[config.mk]
export PLATFORM = sky130hd
export DESIGN_NAME = step_updown_counter
export DESIGN_NICKNAME = d
export VERILOG_FILES = /design/src/rtl/step_counter_pkg.sv /design/src/rtl/step_next_calc.sv /design/src/rtl/step_updown_counter.sv
export SDC_FILE = /design/constraint.sdc
export NUM_CORES = 1
export LEC_CHECK = 0
export ABC_AREA = 0
export CORE_UTILIZATION = 49
export DETAILED_ROUTE_END_ITERATION = 8
export GPL_TIMING_DRIVEN = 0
export PLACE_DENSITY = 0.85
export SETUP_SLACK_MARGIN = 0.3
export SYNTH_ARGS = -nofsm -noshare
export SYNTH_HDL_FRONTEND = slang
export SYNTH_HIERARCHICAL = 1
export SYNTH_SLANG_ARGS = --single-unit
[constraint.sdc]
create_clock -name Clk -period 2.9 [get_ports Clk]
set_input_delay 0.725 -clock Clk [delete_from_list [all_inputs] [get_ports Clk]]
set_output_delay 0.725 -clock Clk [all_outputs]
set_load 0.01 [all_outputs]
[src/rtl/step_counter_pkg.sv]
`default_nettype none
// ============================================================================
// Module      : step_counter_pkg
// Description : Shared mode encodings and bound-clamp helper for the
//               step_updown_counter family.
// Revision    : 1.0 - initial release
// ============================================================================
package step_counter_pkg;

  // Boundary behaviour selector; the reserved code behaves like saturate.
  typedef enum logic [1:0] {
    MODE_WRAP   = 2'd0,
    MODE_SAT    = 2'd1,
    MODE_BOUNCE = 2'd2,
    MODE_RSVD   = 2'd3
  } mode_e;

  // Clamp helper works on a fixed 32-bit container; callers zero-extend
  // their N-bit operands (N <= 32) and truncate the result.
  localparam int unsigned CLAMP_W = 32;

  function automatic logic [CLAMP_W-1:0] clamp_range(
    input logic [CLAMP_W-1:0] val,
    input logic [CLAMP_W-1:0] lo,
    input logic [CLAMP_W-1:0] hi
  );
    logic [CLAMP_W-1:0] res;
    res = val;
    if (val < lo) begin
      res = lo;
    end else if (val > hi) begin
      res = hi;
    end
    return res;
  endfunction

endpackage
`default_nettype wire

[src/rtl/step_next_calc.sv]
`default_nettype none
// ============================================================================
// Module      : step_next_calc
// Description : Combinational next-value calculator. Forms the stepped
//               candidate in N+1 bits and flags overflow past Hi (up) or
//               underflow past Lo (down). Out-of-range starting values are
//               pulled back toward the bounds.
// Revision    : 1.0 - initial release
// ============================================================================
module step_next_calc
  import step_counter_pkg::*;
#(
  parameter int N = 4
) (
  input  logic [N-1:0] q_i,
  input  logic [N-1:0] step_i,
  input  logic [N-1:0] lo_i,
  input  logic [N-1:0] hi_i,
  input  logic         up_i,
  output logic [N-1:0] cand_o,
  output logic         ovf_o,
  output logic         unf_o
);

  logic [N:0] w_q;
  logic [N:0] w_step;
  logic [N:0] w_lo;
  logic [N:0] w_hi;
  logic [N:0] w_sum;
  logic [N:0] w_diff;
  logic [N:0] w_room;

  // Candidate and event flags; a zero step never moves Q or raises an event.
  always_comb begin
    w_q    = {1'b0, q_i};
    w_step = {1'b0, step_i};
    w_lo   = {1'b0, lo_i};
    w_hi   = {1'b0, hi_i};
    w_sum  = w_q + w_step;
    w_diff = w_q - w_step;
    w_room = w_q - w_lo;
    cand_o = q_i;
    ovf_o  = 1'b0;
    unf_o  = 1'b0;
    if (step_i != '0) begin
      if (up_i) begin
        if (w_sum > w_hi) begin
          ovf_o = 1'b1;
        end else if (w_sum < w_lo) begin
          cand_o = lo_i;
        end else begin
          cand_o = w_sum[N-1:0];
        end
      end else begin
        // Starting below Lo is itself an underflow; w_room is only
        // meaningful once Q >= Lo.
        if ((w_q < w_lo) || (w_step > w_room)) begin
          unf_o = 1'b1;
        end else if (w_diff > w_hi) begin
          cand_o = hi_i;
        end else begin
          cand_o = w_diff[N-1:0];
        end
      end
    end
  end

endmodule
`default_nettype wire

[src/rtl/step_updown_counter.sv]
`default_nettype none
// ============================================================================
// Module      : step_updown_counter
// Description : Up/down counter with runtime step and bounds [Lo, Hi],
//               wrap / saturate / bounce boundary modes, synchronous clamped
//               load and a registered terminal-count pulse.
//               Optional macro STEP_COUNTER_EVENT_COUNT_EN adds EvtCnt, a
//               modulo-2^CW count of Tc pulses.
// Revision    : 1.0 - initial release
// ============================================================================
module step_updown_counter
  import step_counter_pkg::*;
#(
  parameter int             N         = 4,
  parameter logic [N-1:0]   RESET_VAL = N'(1),
  parameter int             CW        = 8
) (
  input  logic          Clk,
  input  logic          nReset,
  input  logic          Enable,
  input  logic          Up,
  input  logic [1:0]    Mode,
  input  logic          Load,
  input  logic [N-1:0]  LoadVal,
  input  logic [N-1:0]  StepSize,
  input  logic [N-1:0]  Lo,
  input  logic [N-1:0]  Hi,
  output logic [N-1:0]  Q,
  output logic          DirUp,
  output logic          Tc,
`ifdef STEP_COUNTER_EVENT_COUNT_EN
  output logic [CW-1:0] EvtCnt,
`endif
  output logic          AtLo,
  output logic          AtHi,
  output logic          CfgErr
);

  logic [N-1:0] q_q;
  logic [N-1:0] q_d;
  logic         dir_q;
  logic         dir_d;
  logic         tc_q;
  logic         tc_d;

  logic         w_dir_eff;
  logic         w_bounce;
  logic [N-1:0] w_cand;
  logic         w_ovf;
  logic         w_unf;
  logic         w_evt;
  logic [N-1:0] w_load_val;

  assign CfgErr     = (Lo > Hi);
  assign AtLo       = (q_q == Lo);
  assign AtHi       = (q_q == Hi);
  assign Q          = q_q;
  assign DirUp      = dir_q;
  assign Tc         = tc_q;

  assign w_bounce   = (Mode == MODE_BOUNCE);
  assign w_dir_eff  = w_bounce ? dir_q : Up;
  assign w_evt      = w_dir_eff ? w_ovf : w_unf;
  assign w_load_val = N'(clamp_range(32'(LoadVal), 32'(Lo), 32'(Hi)));

  step_next_calc #(
    .N (N)
  ) u_next (
    .q_i    (q_q),
    .step_i (StepSize),
    .lo_i   (Lo),
    .hi_i   (Hi),
    .up_i   (w_dir_eff),
    .cand_o (w_cand),
    .ovf_o  (w_ovf),
    .unf_o  (w_unf)
  );

  // Next-state selection: CfgErr freezes, Load beats Enable, otherwise hold.
  always_comb begin
    q_d   = q_q;
    dir_d = dir_q;
    tc_d  = 1'b0;
    if (CfgErr) begin
      q_d = q_q;
    end else if (Load) begin
      q_d   = w_load_val;
      dir_d = Up;
    end else if (Enable) begin
      if (!w_bounce) begin
        dir_d = Up;
      end
      if (w_evt) begin
        tc_d = 1'b1;
        case (mode_e'(Mode))
          MODE_WRAP: q_d = w_dir_eff ? Lo : Hi;
          MODE_BOUNCE: begin
            q_d   = w_dir_eff ? Hi : Lo;
            dir_d = ~dir_q;
          end
          default: q_d = w_dir_eff ? Hi : Lo;
        endcase
      end else begin
        q_d = w_cand;
      end
    end
  end

  // Counter state registers with asynchronous reset.
  always_ff @(posedge Clk or negedge nReset) begin
    if (!nReset) begin
      q_q   <= RESET_VAL;
      dir_q <= 1'b1;
      tc_q  <= 1'b0;
    end else begin
      q_q   <= q_d;
      dir_q <= dir_d;
      tc_q  <= tc_d;
    end
  end

`ifdef STEP_COUNTER_EVENT_COUNT_EN
  logic [CW-1:0] evt_cnt_q;
  logic [CW-1:0] evt_cnt_d;

  assign EvtCnt = evt_cnt_q;

  // Event count advances together with each Tc pulse; an accepted Load clears it.
  always_comb begin
    evt_cnt_d = evt_cnt_q;
    if (!CfgErr && Load) begin
      evt_cnt_d = '0;
    end else if (tc_d) begin
      evt_cnt_d = evt_cnt_q + CW'(1);
    end
  end

  // Event counter register.
  always_ff @(posedge Clk or negedge nReset) begin
    if (!nReset) begin
      evt_cnt_q <= '0;
    end else begin
      evt_cnt_q <= evt_cnt_d;
    end
  end
`endif

endmodule
`default_nettype wire

; Word-level counts from Yosys, hierarchy flattened
; Cells that the tools add are included.
[word_totals]
regBits = 6
input_bits = 23
output_inout_bits = 9
[op_classes]
n_addsub = 3
n_lt_le_gt_ge = 8
n_eq_ne = 5
n_mux = 28
bitwise = 2
reduce_logical = 7
[ops]
columns = operator, count
row1 = two-way mux 4 bit, 14
row2 = two-way mux 1 bit, 14
row3 = > comparator 5 x 4 -> 1 bit, 2
row4 = subtractor 4 x 4 -> 5 bit, 2
row5 = equality test 4 bit, 2
row6 = > comparator 4 bit, 2
row7 = < comparator 4 bit, 2
row8 = != test 4 bit (second input constant), 2
row9 = adder 4 x 4 -> 5 bit, 1
row10 = > comparator 4 x 5 -> 1 bit, 1
row11 = < comparator 5 x 4 -> 1 bit, 1
row12 = AND reduction 5 bit, 1
row13 = nonzero test 4 bit, 1
row14 = nonzero test 3 bit, 1
row15 = equality test 2 bit (second input constant), 1
row16 = logical NOT 2 bit, 1
row17 = inverter 1 bit, 2
row18 = AND reduction 2 bit, 1
row19 = nonzero test 2 bit, 1
row20 = logical OR 1 bit, 1

; Longest topological paths before layout
; Gate-level depths: netlist of run 1.
[depth]
ltp_word = 10
ltp_mapped = 15

; Cells and area by module
; Netlist of run 1, hierarchy kept.
[modules_own_cells]
columns = mod, instances, cells_each, area_each_um2, seq_area_each_um2
row1 = step_next_calc, 1, 122, 1039.7, 0.0
row2 = step_updown_counter, 1, 97, 864.6, 152.6

; Worst setup path after synthesis of run 1
; OpenSTA, ideal clock, no wires.
[synth_path]
path_type = input to register
startpoint = input StepSize[2]
endpoint = register q_q[2] (netlist: Q[2])
t_arrival_ps = 3181
required_time_ps = 2761
slack_ps = -420
stages = 15
path_cell_list = inv_1 ha_1 buf_6 inv_1 a21oi_1 o31a_2 xor2_1 ha_1 a21oi_1 a21oi_2 nor4b_4 a21oi_2 a221o_1 mux2i_1 o221ai_1
[synth_via]
elab_chain_len = 9
[synth_rtl]
columns = element, line
row1 = start: declaration, step_updown_counter.sv:25  ; input logic [N-1:0] StepSize,
row2 = subtractor 4 x 4 -> 5 bit / adder 4 x 4 -> 5 bit (equally long branches), "step_next_calc.sv:40, step_next_calc.sv:39"
row3 = > comparator 5 x 4 -> 1 bit / < comparator 5 x 4 -> 1 bit (equally long branches), "step_next_calc.sv:59, step_next_calc.sv:49"
row4 = two-way mux 4 bit (on tied branches), "step_next_calc.sv:59, step_next_calc.sv:49"
row5 = two-way mux 4 bit (on tied branches), "step_next_calc.sv:57, step_next_calc.sv:47"
row6 = two-way mux 4 bit *, step_next_calc.sv:46  ; if (up_i) begin
row7 = two-way mux 4 bit *, step_next_calc.sv:45  ; if (step_i != '0) begin
row8 = via w_cand[2], step_updown_counter.sv:48  ; logic [N-1:0] w_cand;
row9 = two-way mux 4 bit *, step_updown_counter.sv:93  ; if (w_evt) begin
row10 = two-way mux 4 bit *, step_updown_counter.sv:89  ; end else if (Enable) begin
row11 = two-way mux 4 bit *, step_updown_counter.sv:86  ; end else if (Load) begin
row12 = end signal: assignment, step_updown_counter.sv:116  ; q_q <= q_d;
row13 = end: declaration, step_updown_counter.sv:39  ; logic [N-1:0] q_q;
; Mark *: on every way through the listed nets, which the timed path passes. The rest lies on a longest branch. The select of a mux whose other input is x is not followed.
; A chain may end at the register's enable or synchronous reset.

; Final worst setup path of run 1
[layout_path]
startpoint = register q_q[0] (netlist: Q[0])
endpoint = register q_q[2] (netlist: Q[2])
[layout_via]
elab_chain_len = 9
[layout_rtl]
columns = element, line
row1 = subtractor 4 x 4 -> 5 bit / adder 4 x 4 -> 5 bit (equally long branches), "step_next_calc.sv:40, step_next_calc.sv:39"
row2 = > comparator 5 x 4 -> 1 bit / < comparator 5 x 4 -> 1 bit (equally long branches), "step_next_calc.sv:59, step_next_calc.sv:49"
row3 = two-way mux 4 bit (on tied branches), "step_next_calc.sv:59, step_next_calc.sv:49"
row4 = two-way mux 4 bit (on tied branches), "step_next_calc.sv:57, step_next_calc.sv:47"
row5 = two-way mux 4 bit *, step_next_calc.sv:46
row6 = two-way mux 4 bit *, step_next_calc.sv:45
row7 = via w_cand[2], step_updown_counter.sv:48
row8 = two-way mux 4 bit *, step_updown_counter.sv:93
row9 = two-way mux 4 bit *, step_updown_counter.sv:89
row10 = two-way mux 4 bit *, step_updown_counter.sv:86
; Marks and branches as above.

==> flow_summary.ini, run 1 <==
[placement]
hpwl_um = 3784
place_congestion = 0.8253
io_buffers = 31
place_area_um2 = 2336

[floorplanning]
coreArea_um2 = 3689
start_util_pct = 51.63
dieArea_um2 = 4140
die_h_um = 64.34
ios = 32
rows = 22
die_w_um = 64.34

[sta]
finalHoldViolCount = 0
fmax_mhz = 302.4
timing.hold.ws_ns = 0.5661
skew_ns = 0.002844
min_period_ns = 3.307
slew_headroom_pct = 48.33
fin_crit_sh_pct = 114.0
tightest_slew_ns = 0.7687
setup_viol = 5
rsz0062_at_grt = true
setup_ws_ns = -0.4070
final-max-slew-violation-count = 0

[grt]
overflow = 0
grtUsageTotal_pct = 27.14
grt_pass1_vias = 2033
grt_pass1_wl_um = 8935
grt_max_degree = 11
antenna_found_initial = 0

[run_status]
outcome = finished with violations
violations = negative setup slack

[worst_setup_path]
rrSetupSlack_ns = -0.41
path_class = register to register
r2r_cells = 12
cp.required_ns = 2.99
crit_family = adder cells
cp.buffers_inverters = 2
crit_fanout = 4
crit_arrival_ns = 3.40
timing.rr.end = Q[2]
crit_chain = ha_4 > inv_4 > fa_2 > inv_4 > ha_4 > a211oi_2 > nor2_2 > nor3_4 > mux2_4 > a221o_1 > mux2i_1 > o221ai_1
reg2reg_from = Q[0]
crit_slowest_cell = dfstp_2
start_kind = register
endpoint_kind = register
cpPeakStageDelay_ns = 0.62

[drt]
drt_wl_total_um = 5799
drtIter0Drc = 85
wl_per_cell_um = 18.24
ant_nets = 0
viasPerCell = 6.129
drc_errors = 0
vias = 1949
first_pass_iters = 4

[finish]
fin_util_pct = 75.47
syn_to_final_growth_pct = 46.19
final_cell_mix = 26 x ha_1, 20 x inv_1, 17 x buf_4
drive_above_1_share_pct = 38.89
design_area_um2 = 2784
final_common_cell = ha_1
num_antenna_cells = 0
fin_nets = 336

[clock_tree]
htreeDepth = 1
numCtsBuffers = 3
cts_buffer_depth = 2
clock-sinks = 6
cts_tree = built
cts.clk_slew.worst_paths_ns = 0.04
insertion_delay_ns = 0.23
clock-root-buffer = clkbuf_8

[worst_hold_path]
holdCritStartpoint = DirUp
holdPathStages = 1
whs_endpoint = DirUp
min_path_type = register to register

[logic_synthesis]
synth_flop_cell = dfrtp_1
syn_nets = 283
ys_async_sr_fraction_pct = 100.0
synth-edff-count = 0
synth_cell_type_count = 55
netlist_area_um2 = 1904
synth_warnings = 6
ys_ff_latch = 6
yosysSeqAreaShare_pct = 8.016
avgSynthCellArea_um2 = 8.696
synthCells = 219

[power_and_ir_drop]
finalPower_mw = 2.723
max-vdd-ir-drop_uv = 603.3
power.leakage_nw = 1.227
p_per_area_nw_per_um2 = 978.3

[run]
cap_violations = 0
registers in the layout, summed over array words and instances (netlist names):
name	count
Q	4
DirUp	1
Tc	1
logic make-up after synthesis:
logic type / after synthesis / share of synthesized area, %
muxes: 16 / 8.870
and+or+nand+nor: 47 / 16.82
AOI/OAI and AO/OA: 62 / 24.84
DFF: 6 / 8.016
xor gates and xnor gates: 14 / 6.439
buffers and inverters: 33 / 6.899
adders and majority gates: 41 / 28.12
cells in the mapped netlist, types with 3 or more instances:
master	count	area, um2
ha_1	38	475.5
inv_1	32	120.1
a21oi_1	17	85.08
mux2i_1	12	120.1
xor2_1	12	105.1
nor2_1	9	33.78
nand2_1	6	22.52
o21ai_0	6	30.03
a221o_1	5	50.05
nor2b_1	5	31.28
a32oi_1	4	35.03
and2_1	4	25.02
dfrtp_1	4	100.1
a211oi_1	3	22.52
a21o_1	3	22.52
a21oi_2	3	26.28
fa_1	3	60.06
mux2_1	3	33.78
o211ai_1	3	22.52
o221ai_1	3	26.28
worst reg2reg max path, cell delays in order (launching register included):
cell and delay (ns):
dfstp_2 0.62, ha_4 0.18, inv_4 0.04, fa_2 0.57, inv_4 0.06, ha_4 0.21
a211oi_2 0.26, nor2_2 0.08, nor3_4 0.19, mux2_4 0.33, a221o_1 0.33, mux2i_1 0.18
o221ai_1 0.13
metal layers:
metal	global-route usage [%]	routed length, um
met3	2.321	212
met4	10.83	174
met1	30.53	2352
met2	51.58	3060
met5	0	0
timing repair:
item	in CTS	in global routing
pin swaps	27	27
endpoints found under the hold margin	0	0
hold buffers	0	0
buffers inserted	13	4
resized for setup	104	35
endpoints found under the setup margin	9	7
through the flow:
stage	instances	setup slack, ns	TNS, ns
3_3_place_gp	298	-1.278	-8.009
5_1_grt	318	-0.5761	-2.433
4_1_cts	314	-0.3645	-1.402
3_5_place_dp	298	-1.365	-8.535
6_report	318	-0.4070	-1.528
2_1_floorplan	219	-0.2989	-1.132
report_power, final:
group | switching (mW) | internal, mW | leakage [nW]
clock | 0.0451 | 0.0900 | 0.0216
combinational | 1.17 | 1.18 | 1.14
sequential | 0.109 | 0.124 | 0.0696
total | 1.33 | 1.40 | 1.23
worst max-delay path by stage:
stage	start	end	slack, ns	cells after the start
floorplan	StepSize[2]	Q[2]	-0.30	13
global placement	StepSize[2]	Q[2]	-1.28	16
detailed placement	StepSize[2]	Q[2]	-1.37	16
CTS	StepSize[2]	Q[3]	-0.36	16
global route	Q[0]	Q[2]	-0.58	13
finish	Q[0]	Q[2]	-0.41	12
layout make-up:
type,count,area [um2]
Timing Repair Buffer,48,422.9
Fill cell,276,904.6
Clock buffer,3,41.29
Inverter,32,150.1
Multi-Input combinational cell,180,1943
Tap cell,48,60.06
Buffer,1,11.26
Sequential cell,6,155.1
(Power assumes the default switching activity.)
==> inputs of run 2 (changes only) <==
Settings changed: GPL_TIMING_DRIVEN 0 to default.
==> flow_summary.ini, run 2 (synthesis results as in run 1) <==
[placement]
place_congestion = 0.8680
hpwl_um = 5003
pre_cts_ws_ns = -1.022
io_buffers = 31

[sta]
timing.hold.ws_ns = 0.5764
min_period_ns = 3.487
setup_ws_ns = -0.5867
slew_headroom_pct = 46.11
fin_crit_sh_pct = 120.2
finalHoldViolCount = 0
rsz0062_at_grt = true
setup_tns_ns = -2.368
fmax_mhz = 286.8
tightest_slew_ns = 0.8083
setup_viol = 6
final-max-slew-violation-count = 0
skew_ns = 0.001151

[clock_tree]
cts_tree = built
htreeDepth = 1
insertion_delay_ns = 0.24
clock-root-buffer = clkbuf_8
clock-sinks = 6
cts_buffer_depth = 2
numCtsBuffers = 3
cts.clk_slew.worst_paths_ns = 0.05

[power_and_ir_drop]
intPower_mw = 1.737
p_per_area_nw_per_um2 = 1037
seqPwrFrac_pct = 6.0
power.leakage_nw = 1.528
sw_frac_of_total_pct = 48.99
pwr-share-comb_pct = 89.5
clkPwrFrac_pct = 4.5
p_sw_mw = 1.668
max-vdd-ir-drop_uv = 703.2

[worst_setup_path]
timing.rr.end = Q[3]
endpoint = Q[3]
crit_arrival_ns = 3.62
crit_fanout = 4
r2r_cells = 14
start_kind = register
cp.required_ns = 3.04
rrSetupSlack_ns = -0.59
startpoint = Q[0]
path_class = register to register
reg2reg_from = Q[0]
endpoint_kind = register

[floorplanning]
dieArea_um2 = 4140
die_h_um = 64.34
rows = 22
die_w_um = 64.34
ios = 32
coreArea_um2 = 3689
start_util_pct = 51.63

[grt]
grtUsageTotal_pct = 39.79
antenna_found_initial = 0
overflow = 0
grt_max_degree = 9
grt_pass1_vias = 2575
grt_pass1_wl_um = 12380

[run_status]
outcome = finished with violations
violations = negative setup slack

[drt]
vias = 2607
wl_per_cell_um = 24.67
drtIter0Drc = 280
ant_nets = 0
drt_wl_total_um = 9449
viasPerCell = 6.807
first_pass_iters = 6
drc_errors = 0

[finish]
fin_util_pct = 89.01
drive_above_1_share_pct = 51.64
final_common_cell = buf_4
largest_register_ffs = 4
nFillCells = 170
num_antenna_cells = 0
fin_nets = 400
syn_to_final_growth_pct = 72.40
final_cell_mix = 75 x buf_4, 21 x ha_1, 18 x inv_1

[worst_hold_path]
min_path_type = register to register

[run]
cap_violations = 0
-- run 2: power groups by stage --
stage | clock network (mW) | logic [mW] | registers, mW
after detailed placement | 0 | 2.06 | 0.187
after floorplan | 0 | 1.27 | 0.204
after global placement | 0 | 1.96 | 0.184
final | 0.152 | 3.05 | 0.205
after global routing | 0.168 | 3.18 | 0.209
after CTS | 0.135 | 2.43 | 0.196
-- run 2: stage by stage --
step / area (um2) / instances / power, mW
detailed placement: 2753 / 354 / 2.248
finish: 3283 / 383 / 3.405
global placement: 2753 / 354 / 2.141
floorplan: 1966 / 219 / 1.470
CTS: 3126 / 375 / 2.766
global route: 3283 / 383 / 3.558
-- run 2: how the worst min path moves through the flow --
stage / startpoint / to / slack [ns] / cells after the start
global route: DirUp / DirUp / 0.58 / 1
floorplan: nReset / Q[1] / 0.43 / 0
CTS: DirUp / DirUp / 0.58 / 1
detailed placement: DirUp / DirUp / 0.54 / 1
finish: DirUp / DirUp / 0.58 / 1
global placement: DirUp / DirUp / 0.53 / 1
-- run 2: layout make-up --
type | instances | area [um2] | share of cell area [%]
Sequential cell | 6 | 153.9 | 4.688
Tap cell | 48 | 60.06 | 1.829
Clock buffer | 4 | 45.04 | 1.372
Multi-Input combinational cell | 180 | 1958 | 59.64
Timing Repair Buffer | 113 | 925.9 | 28.20
Inverter | 32 | 140.1 | 4.268
-- run 2: what timing repair did --
item | CTS | global route
hold buffers | 0 | 0
resized for setup | 106 | 27
pin swaps | 24 | 34
endpoints found under the setup margin | 9 | 8
setup buffers | 17 | 8
-- run 2: metal layers --
metal  wire (um)  vias up  track usage [%]
met3         904      105            6.429
met2        4517      255            73.29
met1        3150     1198            41.21
li1            -     1049                -
met5           0        -                0
met4         876        0            25.28
-- run 2: worst max-delay path, stage by stage, from the launching register on --
cell	delay [ns]
dfstp_2	0.59
inv_2	0.08
ha_2	0.19
inv_2	0.07
fa_1	0.42
inv_2	0.09
ha_4	0.19
nor2b_1	0.13
o211ai_1	0.20
a21oi_2	0.11
or4_4	0.49
a21oi_4	0.21
a221o_1	0.26
mux2i_1	0.12
o221ai_1	0.21
==> inputs of run 3 (changes only) <==
Settings changed: SLEW_MARGIN from default to 0.
==> results of run 3 <==
Same layout as run 2: the final DEF is identical, and so are final timing and power.
